[config.mk]
export PLATFORM = sky130hd
export DESIGN_NAME = ibex_instr_mem_responder
export DESIGN_NICKNAME = d
export VERILOG_FILES = /design/src/rtl/ibex_instr_mem_responder.sv
export SDC_FILE = /design/constraint.sdc
export NUM_CORES = 1
export LEC_CHECK = 0
export BUFFER_PORTS_ARGS = -buffer_cell sky130_fd_sc_hd__buf_2
export CAP_MARGIN = 20
export CELL_PAD_IN_SITES_DETAIL_PLACEMENT = 1
export CELL_PAD_IN_SITES_GLOBAL_PLACEMENT = 2
export CORE_MARGIN = 3
export CORE_UTILIZATION = 30
export CTS_CLUSTER_DIAMETER = 50
export DETAILED_ROUTE_END_ITERATION = 10
export GPL_TIMING_DRIVEN = 1
export PLACE_DENSITY_LB_ADDON = 0.1
export SLEW_MARGIN = 5
export SYNTH_ARGS = -nofsm -noshare
export SYNTH_HDL_FRONTEND = slang
export SYNTH_SLANG_ARGS = --single-unit
[constraint.sdc]
create_clock -name clk_i -period 2.7 [get_ports clk_i]
set_clock_uncertainty 0.05 [all_clocks]
set_input_delay 0.27 -clock clk_i [delete_from_list [all_inputs] [get_ports clk_i]]
set_output_delay 0.27 -clock clk_i [all_outputs]
set_load 0.01 [all_outputs]
[src/rtl/ibex_instr_mem_responder.sv]
// Instruction-fetch bus responder: grants pipelined word fetches into a single-cycle SRAM/ROM
// and returns in-order responses no sooner than RespLatency cycles after grant, Depth deep.
module ibex_instr_mem_responder #(
  parameter int unsigned Depth        = 2,
  parameter int unsigned MemAddrWidth = 12,
  parameter logic [31:0] BaseAddr     = 32'h0000_0000,
  parameter int unsigned RespLatency  = 1
) (
  input  logic                        clk_i,
  input  logic                        rst_ni,
  input  logic                        instr_req_i,
  output logic                        instr_gnt_o,
  input  logic [31:0]                 instr_addr_i,
  output logic                        instr_rvalid_o,
  output logic [31:0]                 instr_rdata_o,
  output logic                        instr_err_o,
  output logic                        mem_req_o,
  output logic [MemAddrWidth-1:0]     mem_addr_o,
  input  logic [31:0]                 mem_rdata_i,
  input  logic                        stall_i,
  output logic [$clog2(Depth+1)-1:0]  outstanding_o,
  output logic                        busy_o
);

  localparam int unsigned PtrW = (Depth > 1) ? $clog2(Depth) : 1;
  localparam int unsigned CntW = $clog2(Depth + 1);
  localparam int unsigned LatW = (RespLatency > 1) ? $clog2(RespLatency) : 1;

  logic [Depth-1:0]  r_vld;
  logic [Depth-1:0]  r_err;
  logic [Depth-1:0]  r_dvld;
  logic [31:0]       r_data [Depth];
  logic [LatW-1:0]   r_cnt  [Depth];
  logic [PtrW-1:0]   r_wr_ptr;
  logic [PtrW-1:0]   r_rd_ptr;
  logic [PtrW-1:0]   r_cap_idx;
  logic              r_cap_pend;
  logic [CntW-1:0]   r_outstanding;

  logic [31:0]       w_offset;
  logic              w_in_range;
  logic              w_gnt;
  logic              w_head_cap;
  logic              w_pop;

  function automatic logic [PtrW-1:0] f_next(input logic [PtrW-1:0] p);
    return (p == PtrW'(Depth - 1)) ? '0 : p + PtrW'(1);
  endfunction

  // BaseAddr is window-aligned, so any bit set above the window means out of range
  assign w_offset   = instr_addr_i - BaseAddr;
  assign w_in_range = (w_offset >> (MemAddrWidth + 2)) == 32'd0;

  // A same-cycle pop deliberately does not free a slot for this grant
  assign w_gnt = rst_ni & instr_req_i & ~stall_i & (r_outstanding < CntW'(Depth));

  assign instr_gnt_o = w_gnt;
  assign mem_req_o   = w_gnt & w_in_range;
  assign mem_addr_o  = mem_req_o ? w_offset[MemAddrWidth+1:2] : '0;

  assign w_head_cap = r_cap_pend & (r_cap_idx == r_rd_ptr);
  assign w_pop      = r_vld[r_rd_ptr] & (r_cnt[r_rd_ptr] == '0)
                    & (r_dvld[r_rd_ptr] | w_head_cap);

  assign instr_rvalid_o = w_pop;
  assign instr_err_o    = w_pop & r_err[r_rd_ptr];
  assign instr_rdata_o  = !w_pop    ? 32'd0 :
                          w_head_cap ? mem_rdata_i : r_data[r_rd_ptr];

  assign outstanding_o = r_outstanding;
  assign busy_o        = (r_outstanding != '0);

  always_ff @(posedge clk_i or negedge rst_ni) begin
    if (!rst_ni) begin
      r_vld         <= '0;
      r_err         <= '0;
      r_dvld        <= '0;
      r_wr_ptr      <= '0;
      r_rd_ptr      <= '0;
      r_cap_idx     <= '0;
      r_cap_pend    <= 1'b0;
      r_outstanding <= '0;
      for (int i = 0; i < Depth; i++) begin
        r_data[i] <= '0;
        r_cnt[i]  <= '0;
      end
    end else begin
      for (int i = 0; i < Depth; i++) begin
        if (r_vld[i] && (r_cnt[i] != '0)) begin
          r_cnt[i] <= r_cnt[i] - LatW'(1);
        end
        if (r_cap_pend && (r_cap_idx == PtrW'(i))) begin
          r_data[i] <= mem_rdata_i;
          r_dvld[i] <= 1'b1;
        end
      end

      if (w_pop) begin
        r_vld[r_rd_ptr]  <= 1'b0;
        r_dvld[r_rd_ptr] <= 1'b0;
        r_rd_ptr         <= f_next(r_rd_ptr);
      end

      // The write slot is never valid, so it cannot collide with the pop or capture slot
      if (w_gnt) begin
        r_vld[r_wr_ptr]  <= 1'b1;
        r_err[r_wr_ptr]  <= ~w_in_range;
        r_dvld[r_wr_ptr] <= ~w_in_range;
        r_data[r_wr_ptr] <= '0;
        r_cnt[r_wr_ptr]  <= LatW'(RespLatency - 1);
        r_wr_ptr         <= f_next(r_wr_ptr);
      end

      r_cap_pend    <= mem_req_o;
      r_cap_idx     <= r_wr_ptr;
      r_outstanding <= r_outstanding + CntW'(w_gnt) - CntW'(w_pop);
    end
  end

endmodule

==> impl_metrics.py, run 1 <==
metrics = {
    "status": {
        "status": "finished, final reports clean",
    },
    "logic_synthesis": {
        "syn_avg_cell_area_um2": 8.90,
        "synth_area_leaders": "dfrtp_1 47%, nand2_1 12%, a211oi_2 8.4%",
        "syn-cell-area_um2": 4150,
        "ys_seq_area_share_pct": 47.0,
        "async_reset_ff_share_pct": 100,
        "synth_top_family_by_area": "simple AND/OR/NAND/NOR gates",
        "yosysWarnings": 0,
        "synth-edff-count": 0,
        "yosysTopAreaCell": "dfrtp_1",
        "synth-compound-area-share_pct": 18.8,
        "synth_fp_nets": 536,
        "synthAdderAreaFrac_pct": 0.301,
        "synthSimpleGateAreaFrac_pct": 20.5,
        "synth-xor-area-share_pct": 1.05,
        "yosysUniqueCellTypes": 30,
        "synth_mux_area_share_pct": 7.95,
        "ys.flop_type": "dfrtp_1",
        "netlist_instances": 467,
        "yosys.area.top_type_share_pct": 47.0,
        "ys_ff_latch": 78,
    },
    "floorplanning": {
        "rows": 42,
        "core-area_um2": 13400,
        "initial_core_util_pct": 31.0,
        "die_y_um": 124,
        "die_width_um": 124,
        "die-area_um2": 15300,
        "io_pins": 119,
    },
    "critical_path": {
        "start_kind": "flip-flop",
        "path_class": "flip-flop to output port",
        "cp.buffers_inverters": 2,
        "max_stage_delay_ns": 0.50,
        "reg2reg_depth": 7,
        "end_kind": "output port",
        "startpoint": "r_rd_ptr",
        "cp_max_fo": 19,
        "cp.arrival_ns": 2.21,
        "crit_slowest_cell": "dfrtp_2",
        "rrSetupSlack_ns": 0.56,
        "required_ns": 2.38,
        "reg2reg_to": "outstanding_o[1]",
        "crit_family": "compound AO/OA/AOI/OAI gates",
        "worstPathCellList": "or3b_4 -> a21o_4 -> buf_12 -> a211oi_1 -> buf_2",
        "reg2reg_from": "r_rd_ptr",
    },
    "layout": {
        "stdcell_count": 756,
        "post_route_cells_drive_above_1_share_pct": 31.7,
        "ff_latch_area_um2": 1950,
        "multi_input_area_um2": 2040,
        "fill_cells": 1622,
        "synthToLayoutAreaGrowth_pct": 29.2,
        "finalNetCount": 644,
        "num_antenna_cells": 0,
    },
    "global_routing": {
        "grt_use_total_pct": 17.2,
        "antenna_found_initial": 0,
        "grt-ovfl-total": 0,
        "grt_pass1_wl_um": 20200,
        "grt_pass1_vias": 3987,
        "grt_max_degree": 77,
    },
    "placed_design": {
        "gp_congestion": 0.724,
        "numPortBuffers": 116,
        "pre_cts_ws_ns": 0.363,
        "dp_cells": 738,
        "dp_hpwl_um": 8240,
    },
    "sta": {
        "tightest_slew_ns": 0.718,
        "max_clock_freq_ghz": 0.395,
        "fin_crit_ns": 2.53,
        "drv_slew": 0,
        "setup-tns-final_ns": 0,
        "layout_setup_ws_ns": 0.171,
        "relSlewSlack_pct": 52.0,
        "period_share_pct": 93.7,
        "rsz0062_at_grt": "no",
        "hold_viol_final": 0,
        "setup_viol": 0,
    },
    "clock_tree": {
        "cts_sinks": 78,
        "ctsRootBufferMaster": "clkbuf_16",
        "cts.path.max_buffers": 2,
        "cts_max_level": 3,
        "insertion_delay_ns": 0.34,
        "cts_setup_buffers": 0,
        "numCtsBuffers": 9,
        "clk_pin_slew_ns": 0.06,
        "cts_tree": "yes",
    },
    "min_path": {
        "hold_end": "r_data[5]",
        "min_path_cells": 3,
        "min_from": "mem_rdata_i[5]",
        "hold_class": "primary input to flip-flop",
    },
    "pwr": {
        "ir_drop_mv": 0.406,
        "leakage_nw": 2.57,
        "p_per_area_nw_per_um2": 961,
        "finalPower_mw": 5.16,
    },
    "drt": {
        "via_count": 3712,
        "ant_nets": 0,
        "drt_iter0_markers": 154,
        "wl_per_cell_um": 16.4,
        "via_per_inst": 4.91,
        "wl_um": 12400,
        "drcViolationCount": 0,
        "drt-pass1-iter-count": 4,
    },
    "flow_run": {
        "cap_violations": 0,
    },
}
[per-layer routing]
metal / up-vias / track usage [%] / wire [um]
li1: 1789 / - / -
met1: 1824 / 21.6 / 5580
met2: 92 / 29.2 / 6020
met3: 7 / 3.86 / 676
met4: 0 / 5.54 / 142
met5: - / 0 / 0
[cells in the mapped netlist, types with 4 or more instances]
library cell / n
xnor2_1: 4
buf_6: 5
a211oi_2: 28
o21ai_0: 6
dfrtp_1: 78
clkbuf_1: 30
a21oi_1: 65
nand2_1: 134
mux2i_1: 33
nor4_1: 4
a211oi_1: 4
and2_1: 14
nor2_1: 38
[cell usage in the layout (no fill, tap or decap), types with 2 or more instances in the layout]
cell type	instances
nand2_1	133
buf_2	115
dfrtp_1	77
a21oi_1	65
nor2_1	37
mux2i_1	33
a211oi_2	28
and2_1	14
buf_4	11
clkbuf_16	9
o21ai_0	6
buf_12	5
xnor2_1	4
a211oi_1	4
nor4_1	4
inv_1	3
nand2b_1	3
bufinv_16	3
nor3b_1	2
o22ai_1	2
clkinv_4	2
[report_power, final]
part           internal (mW)  leakage [nW]  switching (mW)
clock network          0.907         0.170           0.498
registers               1.67         0.976           0.310
logic                  0.799          1.42           0.973
[timing repair]
item / CTS / global route
hold buffers: 1 / 0
endpoints found under the hold margin: 2 / 0
gates resized for setup: 1 / 0
endpoints found under the setup margin: 2 / 0
[cell type report]
cell class	count	area share, %
Clock buffer	9	4.19
Clock inverter	7	2.26
Inverter	3	0.210
Multi-Input combinational cell	350	38.0
Sequential cell	78	36.4
Tap cell	176	4.10
Timing Repair Buffer	133	14.8
[sequential cells by signal, indices dropped and copies added, names as in the netlist]
register / flops
r_cap_idx: 1
r_cap_pend: 1
r_vld: 2
r_rd_ptr: 1
r_err: 2
r_dvld: 2
outstanding_o: 2
r_wr_ptr: 1
r_cnt: 2
r_data: 64
[tightest hold or removal path, stage by stage]
cell	delay [ns]
buf_2	0.11
nand2_1	0.05
a21oi_1	0.05
[cells by family after synthesis]
group / count (synthesis)
and+or+nand+nor: 203
AOI/OAI and AO/OA: 108
DFF: 78
buffers and inverters: 39
muxes: 33
xor gates and xnor gates: 5
adders and majority gates: 1
[metrics by stage]
stage	util, %	area [um^2]	hold slack, ns
floorplan	-	4150	-0.0756
global placement	37.2	4980	0.0308
detailed placement	37.2	4980	0.0298
CTS	39.9	5340	0.116
global route	40.1	5370	0.129
finish	40.1	5370	0.135
[worst max-delay path by stage]
stage	depth (start not counted)	slack, ns	endpoint
after global routing	5	0.01	instr_rdata_o[31]
after detailed placement	7	0.36	outstanding_o[1]
after CTS	5	0.14	instr_rdata_o[31]
after floorplan	8	0.70	outstanding_o[1]
final	5	0.17	instr_rdata_o[0]
after global placement	7	0.39	outstanding_o[1]
No activity file was read; power rests on OpenSTA's default activity.
==> run 2, diff against run 1 <==
--- a/config.mk
+++ b/config.mk
@@ -15,6 +15,7 @@
 export DETAILED_ROUTE_END_ITERATION = 10
 export GPL_TIMING_DRIVEN = 1
 export PLACE_DENSITY_LB_ADDON = 0.1
+export REMOVE_ABC_BUFFERS = 1
 export SLEW_MARGIN = 5
 export SYNTH_ARGS = -nofsm -noshare
 export SYNTH_HDL_FRONTEND = slang
==> impl_metrics.py, run 2 (same netlist as run 1, synthesis figures left out) <==
metrics = {
    "min_path": {
        "hold_class": "primary input to async pin",
    },
    "clock_tree": {
        "cts_max_level": 3,
        "clk_pin_slew_ns": 0.06,
        "postCtsResizedCells": 0,
        "cts.path.max_buffers": 2,
        "ctsRootBufferMaster": "clkbuf_16",
        "insertion_delay_ns": 0.34,
        "numCtsBuffers": 9,
        "cts_tree": "yes",
        "cts_sinks": 78,
        "cts_setup_buffers": 0,
        "cts_hold_repair.buffers": 0,
    },
    "drt": {
        "wl_um": 12900,
        "drt-pass1-iter-count": 4,
        "via_count": 3763,
        "drt_iter0_markers": 150,
        "drcViolationCount": 0,
        "ant_nets": 0,
        "via_per_inst": 4.96,
        "wl_per_cell_um": 17.0,
    },
    "floorplanning": {
        "io_pins": 119,
        "core-area_um2": 13400,
        "die_y_um": 124,
        "die-area_um2": 15300,
        "initial_core_util_pct": 31.0,
        "rows": 42,
        "die_width_um": 124,
    },
    "pwr": {
        "clock_power_share_pct": 23.3,
        "finalPower_mw": 4.88,
        "leakage_nw": 2.52,
        "switchingPower_mw": 1.77,
        "seqPwrFrac_pct": 40.7,
        "pwr-share-comb_pct": 35.9,
        "power.share.switching_pct": 36.2,
        "ir_drop_mv": 0.314,
        "p_int_mw": 3.11,
        "p_per_area_nw_per_um2": 925,
    },
    "critical_path": {
        "reg2reg_depth": 7,
        "path_class": "flip-flop to output port",
        "cp_max_fo": 25,
        "end_kind": "output port",
        "start_kind": "flip-flop",
        "cp.arrival_ns": 2.13,
        "required_ns": 2.38,
    },
    "sta": {
        "hold_viol_final": 2,
        "period_share_pct": 90.7,
        "relSlewSlack_pct": 61.9,
        "fin_crit_ns": 2.45,
        "rsz0062_at_grt": "no",
        "max_clock_freq_ghz": 0.409,
        "whs_ns": -0.00192,
        "tightest_slew_ns": 0.572,
        "drv_slew": 0,
        "setup_viol": 0,
    },
    "layout": {
        "num_antenna_cells": 0,
        "largest_reg_flops": 64,
        "finalNetCount": 646,
        "post_route_cells_drive_above_1_share_pct": 32.3,
        "stdcell_count": 758,
        "synthToLayoutAreaGrowth_pct": 27.0,
        "final_cell_mix": "133 x nand2_1, 115 x buf_2, 77 x dfrtp_1, 65 x a21oi_1, 37 x nor2_1",
        "final_common_cell": "nand2_1",
        "top_register": "r_data",
    },
    "global_routing": {
        "grt_use_total_pct": 17.8,
        "grt_max_degree": 53,
        "grt_pass1_wl_um": 20800,
        "grt_pass1_vias": 3961,
        "grt-ovfl-total": 0,
        "antenna_found_initial": 1,
    },
    "flow_run": {
        "cap_violations": 0,
    },
    "placed_design": {
        "numPortBuffers": 116,
        "dp_hpwl_um": 8520,
        "gp_congestion": 0.723,
        "dp_cells": 742,
    },
    "status": {
        "status": "finished with violations",
        "violations": "negative hold slack",
    },
}
run 2: cell count changes in the layout (fill, tap and decap cells not counted), moves of 2 or more:
cell,delta
buf_4,+5
bufinv_16,-3
clkinv_2,+2
clkinv_4,-2
clkinvlp_4,+3
run 2: per-stage QoR:
| step | setup WS (ns) | TNS (ns) | cell area, um^2 | utilization, % |
|---|---|---|---|---|
| 2_1_floorplan | -1.11 | -38.96 | 3980 | - |
| 3_3_place_gp | 0.596 | 0 | 5000 | 37.3 |
| 3_5_place_dp | 0.599 | 0 | 5000 | 37.3 |
| 4_1_cts | 0.225 | 0 | 5270 | 39.4 |
| 5_1_grt | 0.0886 | 0 | 5270 | 39.4 |
| 6_report | 0.252 | 0 | 5270 | 39.4 |
run 2: critical path, cell delays in order, from the launching register on:
cell,delay [ns]
dfrtp_2,0.48
xnor2_1,0.19
a221oi_2,0.43
a21o_2,0.21
buf_12,0.23
a211oi_1,0.08
buf_2,0.16
run 2: cell type report:
type	count	area (um^2)
Tap cell	176	220
Timing Repair Buffer	135	776
Clock inverter	6	37.5
Fill cell	1616	8130
Inverter	3	11.3
Sequential cell	78	1950
Multi-Input combinational cell	350	2040
Clock buffer	10	239
run 2: worst paths after layout:
| check | startpoint | to | slack [ns] |
|---|---|---|---|
| min | rst_ni | r_data[3] | -0.002 |
| min reg2reg | r_vld[1] | r_cnt[0] | 0.40 |
| max in group asynchronous | rst_ni | r_rd_ptr | 1.67 |
| max | r_rd_ptr | instr_rdata_o[31] | 0.25 |
| max reg2reg | r_rd_ptr | outstanding_o[1] | 0.62 |
| min in group clk_i | mem_rdata_i[20] | r_data[52] | 0.13 |
run 2: power by group through the flow:
stage	clock [mW]	combinational, mW	sequential, mW
after floorplan	0	1.15	2.01
after global placement	0	1.75	1.98
after detailed placement	0	1.79	2.01
after CTS	1.17	1.80	1.99
after global routing	1.22	1.97	2.07
final	1.14	1.75	1.99
run 2: routing by layer:
layer  GRT usage (%)  part of all wire, %  vias up
met1            22.8                   46     1851
met3            3.54                  4.7       17
met2            29.8                   48       94
met4            6.44                  1.6        2
met5               0                 0.10        -
li1                -                    -     1799
==> run 3, diff against run 2 <==
--- a/config.mk
+++ b/config.mk
@@ -5,12 +5,13 @@
 export SDC_FILE = /design/constraint.sdc
 export NUM_CORES = 1
 export LEC_CHECK = 0
+export ABC_AREA = 1
 export BUFFER_PORTS_ARGS = -buffer_cell sky130_fd_sc_hd__buf_2
 export CAP_MARGIN = 20
 export CELL_PAD_IN_SITES_DETAIL_PLACEMENT = 1
 export CELL_PAD_IN_SITES_GLOBAL_PLACEMENT = 2
-export CORE_MARGIN = 3
-export CORE_UTILIZATION = 30
+export CORE_MARGIN = 1.5
+export CORE_UTILIZATION = 28
 export CTS_CLUSTER_DIAMETER = 50
 export DETAILED_ROUTE_END_ITERATION = 10
 export GPL_TIMING_DRIVEN = 1
==> impl_metrics.py, run 3 <==
metrics = {
    "logic_synthesis": {
        "synthSimpleGateAreaFrac_pct": 32.4,
        "synth-compound-area-share_pct": 10.6,
        "synthAdderAreaFrac_pct": 0.269,
        "synth-edff-count": 0,
        "yosysUniqueCellTypes": 22,
        "netlist_top_cells_count": "293 x nand2_1, 124 x inv_1, 78 x dfrtp_1",
        "ys_ff_latch": 78,
        "yosysMostFrequentCell": "nand2_1",
        "yosysTopAreaCell": "dfrtp_1",
        "yosysWarnings": 0,
        "syn-cell-area_um2": 4650,
        "ys_seq_area_share_pct": 42.0,
        "synth_top_family_by_area": "simple AND/OR/NAND/NOR gates",
        "synth_area_leaders": "dfrtp_1 42%, nand2_1 24%, inv_1 10%",
        "yosys.area.top_type_share_pct": 42.0,
        "netlist_instances": 715,
        "synth_mux_area_share_pct": 0,
        "ys.flop_type": "dfrtp_1",
        "synth-xor-area-share_pct": 0.189,
        "async_reset_ff_share_pct": 100,
        "syn_avg_cell_area_um2": 6.50,
    },
    "sta": {
        "max_clock_freq_ghz": 0.403,
        "drv_slew": 0,
        "setup-tns-final_ns": 0,
        "setup_viol": 0,
        "rsz0062_at_grt": "no",
        "period_share_pct": 91.8,
        "fin_crit_ns": 2.48,
        "relSlewSlack_pct": 60.8,
        "hold_viol_final": 0,
        "tightest_slew_ns": 0.588,
    },
    "global_routing": {
        "grt_max_degree": 49,
        "grt_use_total_pct": 18.6,
        "grt-ovfl-total": 0,
        "antenna_found_initial": 0,
        "grt_pass1_wl_um": 25500,
        "grt_pass1_vias": 4888,
    },
    "critical_path": {
        "rrSetupSlack_ns": 0.76,
        "required_ns": 2.38,
        "path_common_cell": "buf_4",
        "start_kind": "flip-flop",
        "reg2reg_to": "r_data[46]",
        "reg2reg_depth": 6,
        "worstPathCellList": "buf_4 -> nand2_1 -> o21ai_1 -> nand2_2 -> nand2_4 -> buf_4 -> a21oi_1 -> buf_2",
        "max_stage_delay_ns": 0.41,
        "reg2reg_from": "r_cap_pend",
        "cp_max_fo": 35,
        "cp.arrival_ns": 2.16,
        "end_kind": "output port",
        "path_class": "flip-flop to output port",
        "startpoint": "r_rd_ptr",
        "crit_slowest_cell": "buf_4",
    },
    "drt": {
        "ant_nets": 0,
        "drt_iter0_markers": 239,
        "drcViolationCount": 0,
        "via_count": 4792,
        "wl_um": 15700,
        "via_per_inst": 4.62,
        "wl_per_cell_um": 15.2,
        "drt-pass1-iter-count": 4,
    },
    "pwr": {
        "leakage_nw": 3.54,
        "p_int_mw": 3.16,
        "seqPwrFrac_pct": 35.9,
        "pwr-share-comb_pct": 44.4,
        "p_per_area_nw_per_um2": 962,
        "switchingPower_mw": 2.34,
        "ir_drop_mv": 0.308,
        "power.share.switching_pct": 42.5,
        "clock_power_share_pct": 19.8,
    },
    "layout": {
        "num_antenna_cells": 0,
        "post-route-util_pct": 35.6,
        "synthToLayoutAreaGrowth_pct": 23.2,
        "post_route_cells_drive_above_1_share_pct": 19.2,
        "final_cell_mix": "291 x nand2_1, 124 x inv_1, 115 x buf_2, 77 x dfrtp_1, 64 x o21ai_0",
        "finalNetCount": 886,
        "top_register": "r_data",
        "largest_reg_flops": 64,
        "final_common_cell": "nand2_1",
        "stdcell_count": 1037,
    },
    "floorplanning": {
        "io_pins": 119,
        "initial_core_util_pct": 28.9,
        "die_width_um": 132,
        "die_y_um": 132,
        "die-area_um2": 17400,
        "core-area_um2": 16100,
        "rows": 46,
    },
    "flow_run": {
        "cap_violations": 0,
    },
    "clock_tree": {
        "cts_sinks": 78,
        "insertion_delay_ns": 0.33,
        "cts_max_level": 3,
        "cts_setup_buffers": 0,
        "numCtsBuffers": 9,
        "cts.path.max_buffers": 2,
        "clk_pin_slew_ns": 0.06,
        "cts_tree": "yes",
        "cts_hold_repair.buffers": 0,
        "ctsRootBufferMaster": "clkbuf_16",
    },
    "placed_design": {
        "gp_congestion": 0.711,
        "dp_hpwl_um": 10400,
        "numPortBuffers": 116,
        "dp_cells": 1022,
    },
    "status": {
        "status": "finished, final reports clean",
    },
    "min_path": {
        "hold_class": "primary input to async pin",
    },
}
==> run 3: worst max path at each step <==
stage | endpoint | slack, ns
3_5_place_dp | instr_rdata_o[12] | 0.42
3_3_place_gp | instr_rdata_o[12] | 0.50
6_report | instr_rdata_o[0] | 0.22
2_1_floorplan | outstanding_o[1] | -0.72
5_1_grt | instr_rdata_o[2] | 0.07
4_1_cts | instr_rdata_o[12] | 0.05
==> run 3: timing repair <==
| action | 4_1_cts | 5_1_grt |
|---|---|---|
| gates resized for setup | 0 | 1 |
| setup endpoints to repair | 0 | 33 |
| hold endpoints to repair | 0 | 0 |
==> run 3: cell type report <==
class	instances	area, um^2
clock buffers	13	250
clock inverters	2	10.0
fillers	2104	10300
inverters	126	473
multi-input cells	467	2030
flip-flops and latches	78	1950
well taps	216	270
repair buffers	135	738
==> run 3: power groups by stage <==
stage	Sequential, mW	Clock [mW]	Combinational (mW)
final	1.97	1.09	2.44
after global routing	2.04	1.19	2.83
after CTS	1.97	1.13	2.49
after detailed placement	1.98	0	2.48
after global placement	1.95	0	2.36
after floorplan	1.96	0	1.53
==> run 3: critical path, delay by kind of cell (launching register included) <==
kind	cells	cell delay, ns
buf+inv	3	0.90
flops	1	0.39
simple gates	3	0.30
compound gates	2	0.21
==> run 3: kinds of logic (layout without fill, tap and decap cells) <==
group                    after synthesis  count (layout)
AND/OR/NAND/NOR                      367             367
buffers and inverters                170             276
AO/OA/AOI/OAI                         98              98
flip-flops                            78              78
adder cells (fa/ha/maj)                1               1
XOR/XNOR                               1               1
==> run 3: per-stage QoR <==
step	worst slack (ns)	hold WS, ns	instance area (um^2)	total power [mW]
final	0.221	0.0179	5720	5.50
after global routing	0.0738	0.0461	5720	6.06
after global placement	0.504	0.387	5460	4.32
after floorplan	-0.722	-0.0756	4440	3.49
after detailed placement	0.424	0.382	5460	4.46
after CTS	0.0521	0.0258	5720	5.60
==> run 3: per-layer routing <==
layer | global-route usage (%) | up-vias | part of all wire (%)
met2 | 32.2 | 101 | 48
met3 | 3.08 | 12 | 3.7
li1 | - | 2380 | -
met4 | 5.99 | 0 | 1.2
met1 | 23.7 | 2299 | 47
met5 | 0 | - | 0
